[config.mk]
export PLATFORM = sky130hd
export DESIGN_NAME = oneshot_555
export DESIGN_NICKNAME = d
export VERILOG_FILES = /design/src/rtl/ic_pkg.sv /design/src/rtl/oneshot_555.sv
export SDC_FILE = /design/constraint.sdc
export NUM_CORES = 1
export LEC_CHECK = 0
export CAP_MARGIN = 20
export CORE_AREA = 4 4 41 43
export DETAILED_ROUTE_END_ITERATION = 6
export DIE_AREA = 0 0 45 47
export GPL_TIMING_DRIVEN = 0
export PLACE_DENSITY = 0.47
export SETUP_SLACK_MARGIN = 0.4
export SLEW_MARGIN = 20
export SYNTH_ARGS = -nofsm -noshare
export SYNTH_HDL_FRONTEND = slang
export SYNTH_SLANG_ARGS = --single-unit
[constraint.sdc]
create_clock -name CLK -period 1.3 [get_ports CLK]
set_input_delay 0.13 -clock CLK [delete_from_list [all_inputs] [get_ports CLK]]
set_output_delay 0.13 -clock CLK [all_outputs]
set_load 0.1 [all_outputs]
[src/rtl/ic_pkg.sv]
// ic_pkg: shared types for the ic/ timer library.
package ic_pkg;
    typedef enum logic [1:0] {IDLE, TIMING, HOLD} oneshot_state_t;
endpackage

[src/rtl/oneshot_555.sv]
// oneshot_555: clocked 555 monostable; a low trigger starts a COUNTS-cycle high pulse on OUT,
// stretched while the trigger stays low, non-retriggerable while timing.
module oneshot_555
    import ic_pkg::*;
#(
    parameter int BIT_WIDTH = 4,
    parameter int COUNTS    = 12
) (
    input  logic CLK,
    input  logic RST_N,
    input  logic TRG_N,
    output logic OUT
);
    localparam logic [BIT_WIDTH-1:0] LAST = BIT_WIDTH'(COUNTS - 1);

    if (COUNTS < 1 || COUNTS > 2**BIT_WIDTH - 1) begin : g_bad_counts
        $error("oneshot_555: COUNTS must be in 1 .. 2**BIT_WIDTH-1");
    end

    oneshot_state_t       state;
    logic [BIT_WIDTH-1:0] count;

    // The counter parks at LAST, so it never wraps; it is reloaded on the next trigger.
    always_ff @(posedge CLK or negedge RST_N) begin
        if (!RST_N) begin
            state <= IDLE;
            count <= '0;
            OUT   <= 1'b0;
        end else begin
            case (state)
                IDLE: if (!TRG_N) begin
                    state <= TIMING;
                    count <= '0;
                    OUT   <= 1'b1;
                end
                TIMING: if (count == LAST) begin
                    state <= TRG_N ? IDLE : HOLD;
                    OUT   <= !TRG_N;
                end else begin
                    count <= count + 1'b1;
                end
                HOLD: if (TRG_N) begin
                    state <= IDLE;
                    OUT   <= 1'b0;
                end
                default: begin
                    state <= IDLE;
                    OUT   <= 1'b0;
                end
            endcase
        end
    end
endmodule

**Yosys cells after proc, flatten, opt, wreduce, memory -nomap -nowiden**

Index checks and enable logic that the tools add are counted.

- Flip-flop bits (word level): 7

- Equality and inequality tests: 7
- Reductions and logical operators: 5
- Muxes and demuxes: 12
- $add $sub $neg: 1

Operator list:

| kind | number |
|---|---|
| $mux 2 | 4 |
| $mux 4 | 2 |
| $ne 2x2->1 const B | 4 |
| $pmux 4 s2 | 1 |
| $pmux 2 s3 | 1 |
| $reduce_and 3->1 | 2 |
| $add 4x1->4 const B | 1 |
| $eq 4x4->1 const B | 1 |
| $mux 1 | 3 |
| $pmux 1 s3 | 1 |
| $eq 2x1->1 const B | 1 |
| $eq 2x2->1 const B | 1 |
| $logic_not 2->1 | 1 |
| $reduce_bool 2->1 | 1 |
| $logic_not 1->1 | 1 |

**Longest topological paths before layout**

Gate-level depths: netlist of the first run.

- Depth in word-level cells: 3
- Depth in mapped cells: 5

**Worst setup path before layout of the first run**

OpenSTA, ideal clock, no wires.

- Path kind: register to register
- From: register count[0]
- To: register count[1]
- Cell stages (with the launch flop): 6
- Path buffers: 1
- Setup time: 0.124 ns
- Data required time: 1.176 ns
- Period minus slack after synthesis: 1.404 ns
- Setup slack: -0.104 ns
- Data arrival time: 1.280 ns
- Path through: dfrtp_1 -> ha_1 -> and3b_1 -> buf_6 -> and3_4 -> a211o_1

- Cells in the longest elaborated chain, start to end: 3

RTL lines:

| element | line | text |
|---|---|---|
| start: declaration | oneshot_555.sv:21 | `logic [BIT_WIDTH-1:0] count;` |
| start signal: assignment | oneshot_555.sv:40 | `count <= count + 1'b1;` |
| $add 4x1->4 or $eq 4x4->1 (tied branches) | oneshot_555.sv:40, oneshot_555.sv:36 |  |
| $mux 4 or $ne 2x2->1 (tied branches) | n/a |  |
| $pmux 4 s2 or $reduce_and 3->1 (tied branches) | n/a |  |

Several ways; a longest one is shown, not always the timed one. The select of a mux whose other input is x is not followed.
A chain may end at the register's enable or synchronous reset.

**Worst setup path after layout of the first run**

- From: register count[1]
- To: register count[1]

Same word-level chain as after synthesis.

==> flow_summary.toml, run 1 <==
[outcome]
status = "finished with violations"
failed_checks = "negative setup slack"

[detailed_routing]
routed_wl_um = 935
drc = 0
wl_per_cell_um = 13.4
ant_nets = 0
drtPass1Iterations = 4
drtIter0Drc = 6
num_vias = 363
via_per_inst = 5.19

[power_and_ir_drop]
power_density_nw_per_um2 = 2280
p_total_uw = 1380
power_leakage_uw = 0.000274
ir_drop_mv = 0.943

[global_route]
grt_pass1_wl_um = 1510
grt_pass1_vias = 345
grt_overflow = 0
grt_max_degree = 10
antenna_found_initial = 0
grtUsageTotal_pct = 10.3

[die]
die_y_um = 47
num_rows = 13
io_pins = 4
die_x_um = 45
start_util_pct = 30.0
die-area_um2 = 2120
core_um2 = 1300

[yosys]
netlist_instances = 39
yosysUniqueCellTypes = 21
synth_warnings = 0
ys_seq_elements = 7
yosysSeqAreaShare_pct = 44.9
syn-num-nets = 43
syn_area_um2 = 390
syn_avg_cell_area_um2 = 10.0

[layout]
finalCoreUtilization_pct = 46.4
drive_gt1_share_pct = 43.6
diodes = 0
synthToLayoutAreaGrowth_pct = 54.8
fin_nets = 60

[worst_setup_path]
cp-startpoint = "count[1]"
critPathLaunchType = "flip-flop"
end_kind = "flip-flop"
rr_startpoint = "count[1]"
cp.arrival_ps = 1520
worst-setup-path-type = "flip-flop to flip-flop"
crit_fanout = 5
worstPathRequired_ps = 1430

[placement]
gp_congestion = 0.721
dp_hpwl_um = 597
dpl_worst_slack_ps = -338
portBuffers = 3

[timing]
layout_min_cycle_time_ps = 1390
final-setup-viol-count = 3
relSlewSlack_pct = 77.3
hold_ws_ps = 143
worst_pin_slew_ps = 339
fin_ws_ps = -90.2
clock.fmax_ghz = 0.719
hold_viol = 0
rsz0062_at_grt = "true"
period_share_pct = 107
fin_skew_ps = 6.35
maxSlewViolCount = 0

[clocking]
cts_tree = "done"
cts.sinks = 7
cts_root_buf = "clkbuf_4"
h-tree-depth = 1
clockBufferDepth = 2
cts_inserted_buffers = 3
insertion_delay_ps = 250
clkTransAtPathRegs_ps = 60

[min_path]
hold_class = "primary input to asynchronous set/reset pin"

[run]
drv_cap = 0
[synthesized netlist by cell type (all sizes together)]
library cell	number	area (um^2)
nand3b	1	7.51
and3	1	11.3
mux2i	3	30.0
nand2	2	7.51
nor3	1	5.00
a21oi	4	20.0
a21o	1	7.51
nor3b	1	7.51
nand3	1	5.00
a211o	1	8.76
clkbuf	1	3.75
nor2	3	11.3
nand2b	1	6.26
o2bb2ai	3	26.3
inv	3	11.3
dfrtp	7	175
ha	1	12.5
nor4b	1	8.76
and3b	1	8.76
o21ai	1	5.00
buf	1	11.3
[kinds of logic (layout without fill, tap and decap cells)]
kind of cell,after synthesis,count (layout),share of synthesized area (%)
AOI/OAI and AO/OA,10,10,17.3
adders and majority gates,1,1,3.20
buffers and inverters,5,21,6.73
DFF,7,7,44.9
muxes,3,3,7.69
and+or+nand+nor,13,13,20.2
[sequential cells by signal, summed over array words and instances, names as in the netlist]
register  flops
count         4
state         2
OUT           1
[timing repair]
action	4_1_cts	5_1_grt
pin swaps	3	5
hold buffers	0	0
setup endpoints to repair	8	8
resized for setup	13	6
setup buffers	6	3
hold endpoints to repair	0	0
[worst max-delay path, cell delays in order (launching register included)]
cell and delay (ps):
dfrtp_1 390, ha_2 200, and3b_1 170, buf_6 130, and3_4 170, a211o_1 220
[metrics by stage]
| stage | setup TNS, ps | area [um^2] | cells |
|---|---|---|---|
| floorplan | -50.7 | 410 | 39 |
| global placement | -429 | 459 | 57 |
| detailed placement | -462 | 459 | 57 |
| CTS | -98.4 | 559 | 67 |
| global route | -292 | 604 | 70 |
| finish | -152 | 604 | 70 |
[cells in the final DEF (no fill, tap or decap), drive strengths merged]
cell type      Yosys  final
a211o              1      1
a21o               1      1
a21oi              4      4
and3               1      1
and3b              1      1
buf                1     11
clkbuf             1      5
clkdlybuf4s50      0      2
dfrtp              7      7
ha                 1      1
inv                3      3
mux2i              3      3
nand2              2      2
nand2b             1      1
nand3              1      1
nand3b             1      1
nor2               3      3
nor3               1      1
nor3b              1      1
nor4b              1      1
o21ai              1      1
o2bb2ai            3      3
[report_power, final]
part           internal, uW  switching, uW  total [uW]
registers               306            105         411
clock network           117           82.8         200
logic                   433            336         769
[layer usage]
layer / wire (um) / track usage (%) / up-vias
li1: - / - / 172
met1: 416 / 12.2 / 178
met2: 465 / 16.7 / 11
met3: 49 / 4.60 / 2
met4: 4 / 3.51 / 0
met5: 0 / 0 / -
[cell type report]
type,count,area (um^2)
Buffer,2,25.0
Sequential cell,7,178
Clock buffer,4,26.3
Inverter,3,11.3
Tap cell,15,18.8
Multi-Input combinational cell,27,219
Timing Repair Buffer,12,126
Fill cell,122,697
[worst paths after layout]
path / to / slack [ps] / cells past startpoint
max in group asynchronous: state[0] / 880 / 1
max: count[1] / -90 / 5
min in group CLK: state[1] / 530 / 2
min reg2reg: state[0] / 540 / 1
min: state[1] / 140 / 1
max reg2reg: count[1] / -90 / 5
No activity file was read; power rests on OpenSTA's default activity.
==> run 2: changes to the inputs <==
SLEW_MARGIN = 10   (was 20)
==> results of run 2 <==
No change in the layout: final DEF, timing and power equal those of run 1.
==> edit 1: new RTL, settings of run 1 <==
`BIT_WIDTH`: 4 -> 5.
--- a/src/rtl/oneshot_555.sv
+++ b/src/rtl/oneshot_555.sv
@@ -4,5 +4,5 @@
     import ic_pkg::*;
 #(
-    parameter int BIT_WIDTH = 4,
+    parameter int BIT_WIDTH = 5,
     parameter int COUNTS    = 12
 ) (
Behaviour: same outputs for any inputs over 10 cycles, from zero or initial values and one cycle with RST_N low; that may be too few to reach the edited logic, so the function may still have changed.
==> edit 1 against run 1 <==
Core utilization is 0.19 points lower. Sequential cell count is 1 higher. The flow still finishes with violations (setup timing). Highest routed layer unchanged. Largest cell class unchanged. Sequential power is 10% higher. Worst setup slack worse by 0.11 ns. Critical endpoint is now OUT$_DFFE_PN0P_. Routed wire length is 22% higher. Non-clock buffer count is 2 lower. Total power is 5.2% higher. Largest power group unchanged. Via count is 4.4% higher. Hold slack better by 0.0066 ns. Synthesized area is 8.0% higher. Final cell count stayed put. Cell area is 0.41% lower.
==> edit 1: results <==
set metrics [dict create \
    status "finished, violations left" \
    violations "setup timing" \
    met1_usage_pct 14.8 \
    arrival_ns 1.66 \
    dpl_cell_area_um2 473 \
    power.leakage_nw 0.262 \
    setup_viol 7 \
    yosysSeqAreaShare_pct 47.5 \
    synthesis.nets 45 \
    clock_skew_ns 0.0120 \
    first_pass_iters 2 \
    grt_pass1_wl_um 1730 \
    maxSlewHeadroom_pct 73.9 \
    finalSetupTns_ns -0.974 \
    grt_pass1_vias 386 \
    postSynthCellCount 41 \
    track_usage_pct 11.9 \
    drive_gt1_share_pct 40.0 \
    drt-wirelength-per-cell_um 16.3 \
    grt.met3_usage_pct 2.68 \
    routed_via_density 5.41 \
    worst_slack_ns -0.202 \
    ir_worst_vdd_uv 891 \
    crit_path_end "OUT$_DFFE_PN0P_" \
    grt_max_degree 9 \
    synthTopCellsByArea "dfrtp_1, o211ai_1, and4bb_4, nand3_1, o21ai_0" \
    first_iter_violations 1 \
]
edit 1: cell types whose count changed in the layout (fill, tap and decap cells not counted), moves of 3 or more:
cell,run 1,this run
o21ai_2,0,3
o2bb2ai_1,3,0
nand3_1,0,3
buf_6,6,1
o211ai_1,0,3
buf_4,4,7
edit 1: report_power, final:
group          internal [mW]  leakage [nW]  switching [mW]
Clock                  0.106        0.0138          0.0924
Combinational          0.420         0.153           0.382
Sequential             0.347        0.0951           0.106
edit 1: cell families (layout without fill, tap and decap cells):
logic type	Yosys count	after routing	share of synthesized area (%)
xor gates and xnor gates	1	1	2.08
adders and majority gates	1	1	2.97
AOI/OAI and AO/OA	11	11	17.8
buffers and inverters	4	18	3.86
DFF	8	8	47.5
and+or+nand+nor	15	15	23.4
muxes	1	1	2.37
edit 1: layer usage:
metal / wire, um / share of wire [%]
met1: 469 / 41
met2: 578 / 51
met3: 54 / 4.7
met4: 42 / 3.7
met5: 0 / 0
edit 1: through the flow:
stage | worst slack, ns | hold slack (ns)
2_1_floorplan | -0.175 | -0.166
3_3_place_gp | -0.286 | 0.430
3_5_place_dp | -0.288 | 0.441
4_1_cts | -0.185 | 0.161
5_1_grt | -0.244 | 0.185
6_report | -0.202 | 0.149
edit 1: area by class of cell:
cell class                      count  area, um2
Sequential cell                     8        201
Fill cell                         146        699
Clock buffer                        3       22.5
Tap cell                           15       18.8
Multi-Input combinational cell     29        230
Timing Repair Buffer               11        104
Buffer                              1       13.8
Inverter                            3       11.3
edit 1: repair_timing:
item	in CTS	in global routing
setup buffers	5	3
hold buffers	0	0
pin swaps	1	2
setup endpoints to repair	9	9
gates resized for setup	13	8
==> edit 2: new RTL, settings of run 1 <==
Without the edit above. Register the output `OUT` once more, with the module's reset; this adds one clock of latency there. Comments in the files are not updated.
--- a/src/rtl/oneshot_555.sv
+++ b/src/rtl/oneshot_555.sv
@@ -14,4 +14,6 @@
     localparam logic [BIT_WIDTH-1:0] LAST = BIT_WIDTH'(COUNTS - 1);
 
+    logic OUT_s0;
+
     if (COUNTS < 1 || COUNTS > 2**BIT_WIDTH - 1) begin : g_bad_counts
         $error("oneshot_555: COUNTS must be in 1 .. 2**BIT_WIDTH-1");
@@ -26,5 +28,5 @@
             state <= IDLE;
             count <= '0;
-            OUT   <= 1'b0;
+            OUT_s0 <= 1'b0;
         end else begin
             case (state)
@@ -32,9 +34,9 @@
                     state <= TIMING;
                     count <= '0;
-                    OUT   <= 1'b1;
+                    OUT_s0 <= 1'b1;
                 end
                 TIMING: if (count == LAST) begin
                     state <= TRG_N ? IDLE : HOLD;
-                    OUT   <= !TRG_N;
+                    OUT_s0 <= !TRG_N;
                 end else begin
                     count <= count + 1'b1;
@@ -42,13 +44,21 @@
                 HOLD: if (TRG_N) begin
                     state <= IDLE;
-                    OUT   <= 1'b0;
+                    OUT_s0 <= 1'b0;
                 end
                 default: begin
                     state <= IDLE;
-                    OUT   <= 1'b0;
+                    OUT_s0 <= 1'b0;
                 end
             endcase
         end
     end
+    always_ff @(posedge CLK or negedge RST_N) begin
+        if (!RST_N) begin
+            OUT <= '0;
+        end else begin
+            OUT <= OUT_s0;
+        end
+    end
+
 endmodule
 
Function: changed (Yosys sat finds a counterexample within 4 cycles, from zero or initial values and one cycle with RST_N low).
==> edit 2 against run 1 <==
The flow still finishes with violations (setup timing). Synthesized area rose by 6.4%. Routed wire length is 4.3% higher. Critical path depth unchanged. Via count decreased by 0.28%. Cell area rose by 0.83%. Clock power grew 4%. Total power decreased by 3.8%. Sequential cell count is 1 higher. Worst setup slack improved by 0.025 ns. Highest routed layer unchanged.
==> edit 2: results <==
set metrics [dict create \
    yosysSeqAreaShare_pct 48.2 \
    ir_worst_vdd_uv 786 \
    setup_viol 3 \
    worst-path-max-fanout 4 \
    totalWireLength_um 975 \
    track_usage_pct 10.7 \
    num-nets-final 60 \
    worst_slack_ns -0.0648 \
    power.leakage_nw 0.271 \
    routed_via_density 5.17 \
    place_ws_ns -0.275 \
    synthTopCellsByArea "dfrtp_1, mux2i_1, o2bb2ai_1, a21oi_1, ha_1" \
    hpwl_um 564 \
    clock_skew_ns 0.0134 \
    grt.met3_usage_pct 3.45 \
    finalSetupTns_ns -0.0990 \
    fillers 131 \
    wl_met1_um 428 \
    vias 362 \
    async_flop_share_pct 100 \
    synthesis.nets 44 \
    grt_pass1_wl_um 1500 \
    largest_registers "count: 4 flops, state: 2 flops" \
    met1_usage_pct 11.9 \
    top_register "count" \
    synthAdderAreaFrac_pct 3.01 \
    synth_compound_area_share_pct 16.3 \
    wl_met3_um 34 \
    maxSlewHeadroom_pct 73.3 \
    wl_met2_um 486 \
    violations "setup timing" \
    numPlacedInstances 58 \
    status "finished, violations left" \
    first_iter_violations 15 \
    dpl_cell_area_um2 484 \
    synthMuxAreaShare_pct 7.23 \
    grt_pass1_vias 331 \
    clock_path_buffers 2 \
    synthTopCellsByCount "dfrtp_1, a21oi_1" \
    postSynthCellCount 40 \
    gp_congestion 0.736 \
]
-- edit 2: cell types whose count changed after synthesis, sizes merged --
cell / delta
dfrtp: +1
-- edit 2: cell type report --
| cell class | instances | area (um2) | share of cell area, % |
|---|---|---|---|
| Multi-Input combinational cell | 27 | 218 | 35.7 |
| Sequential cell | 8 | 203 | 33.3 |
| Timing Repair Buffer | 11 | 108 | 17.7 |
| Clock buffer | 4 | 26.3 | 4.31 |
| Buffer | 2 | 25.0 | 4.11 |
| Tap cell | 15 | 18.8 | 3.08 |
| Inverter | 3 | 11.3 | 1.85 |
-- edit 2: where the power goes --
group / total, mW / internal [mW] / switching (mW) / leakage (nW)
Clock: 0.208 / 0.118 / 0.0906 / 0.0150
Sequential: 0.443 / 0.347 / 0.0957 / 0.0912
Combinational: 0.677 / 0.365 / 0.312 / 0.165
Total: 1.33 / 0.830 / 0.498 / 0.271
-- edit 2: path summary, 6_finish.rpt --
check / startpoint / depth (start not counted) / end / slack (ns)
hold reg to reg: OUT_s0$_DFFE_PN0P_ / 0 / OUT$_DFF_PN0_ / 0.41
hold / removal: RST_N / 1 / OUT_s0$_DFFE_PN0P_ / 0.16
max in group asynchronous: RST_N / 1 / OUT$_DFF_PN0_ / 0.84
setup / recovery: count[1]$_DFFE_PN0P_ / 5 / count[1]$_DFFE_PN0P_ / -0.06
min in group CLK: OUT_s0$_DFFE_PN0P_ / 0 / OUT$_DFF_PN0_ / 0.41
setup reg to reg: count[1]$_DFFE_PN0P_ / 5 / count[1]$_DFFE_PN0P_ / -0.06
-- edit 2: repair_timing --
item / in CTS / in global routing
setup buffers: 5 / 3
hold buffers: 0 / 0
resized for setup: 14 / 2
setup endpoints to repair: 8 / 8
pin swaps: 2 / 4
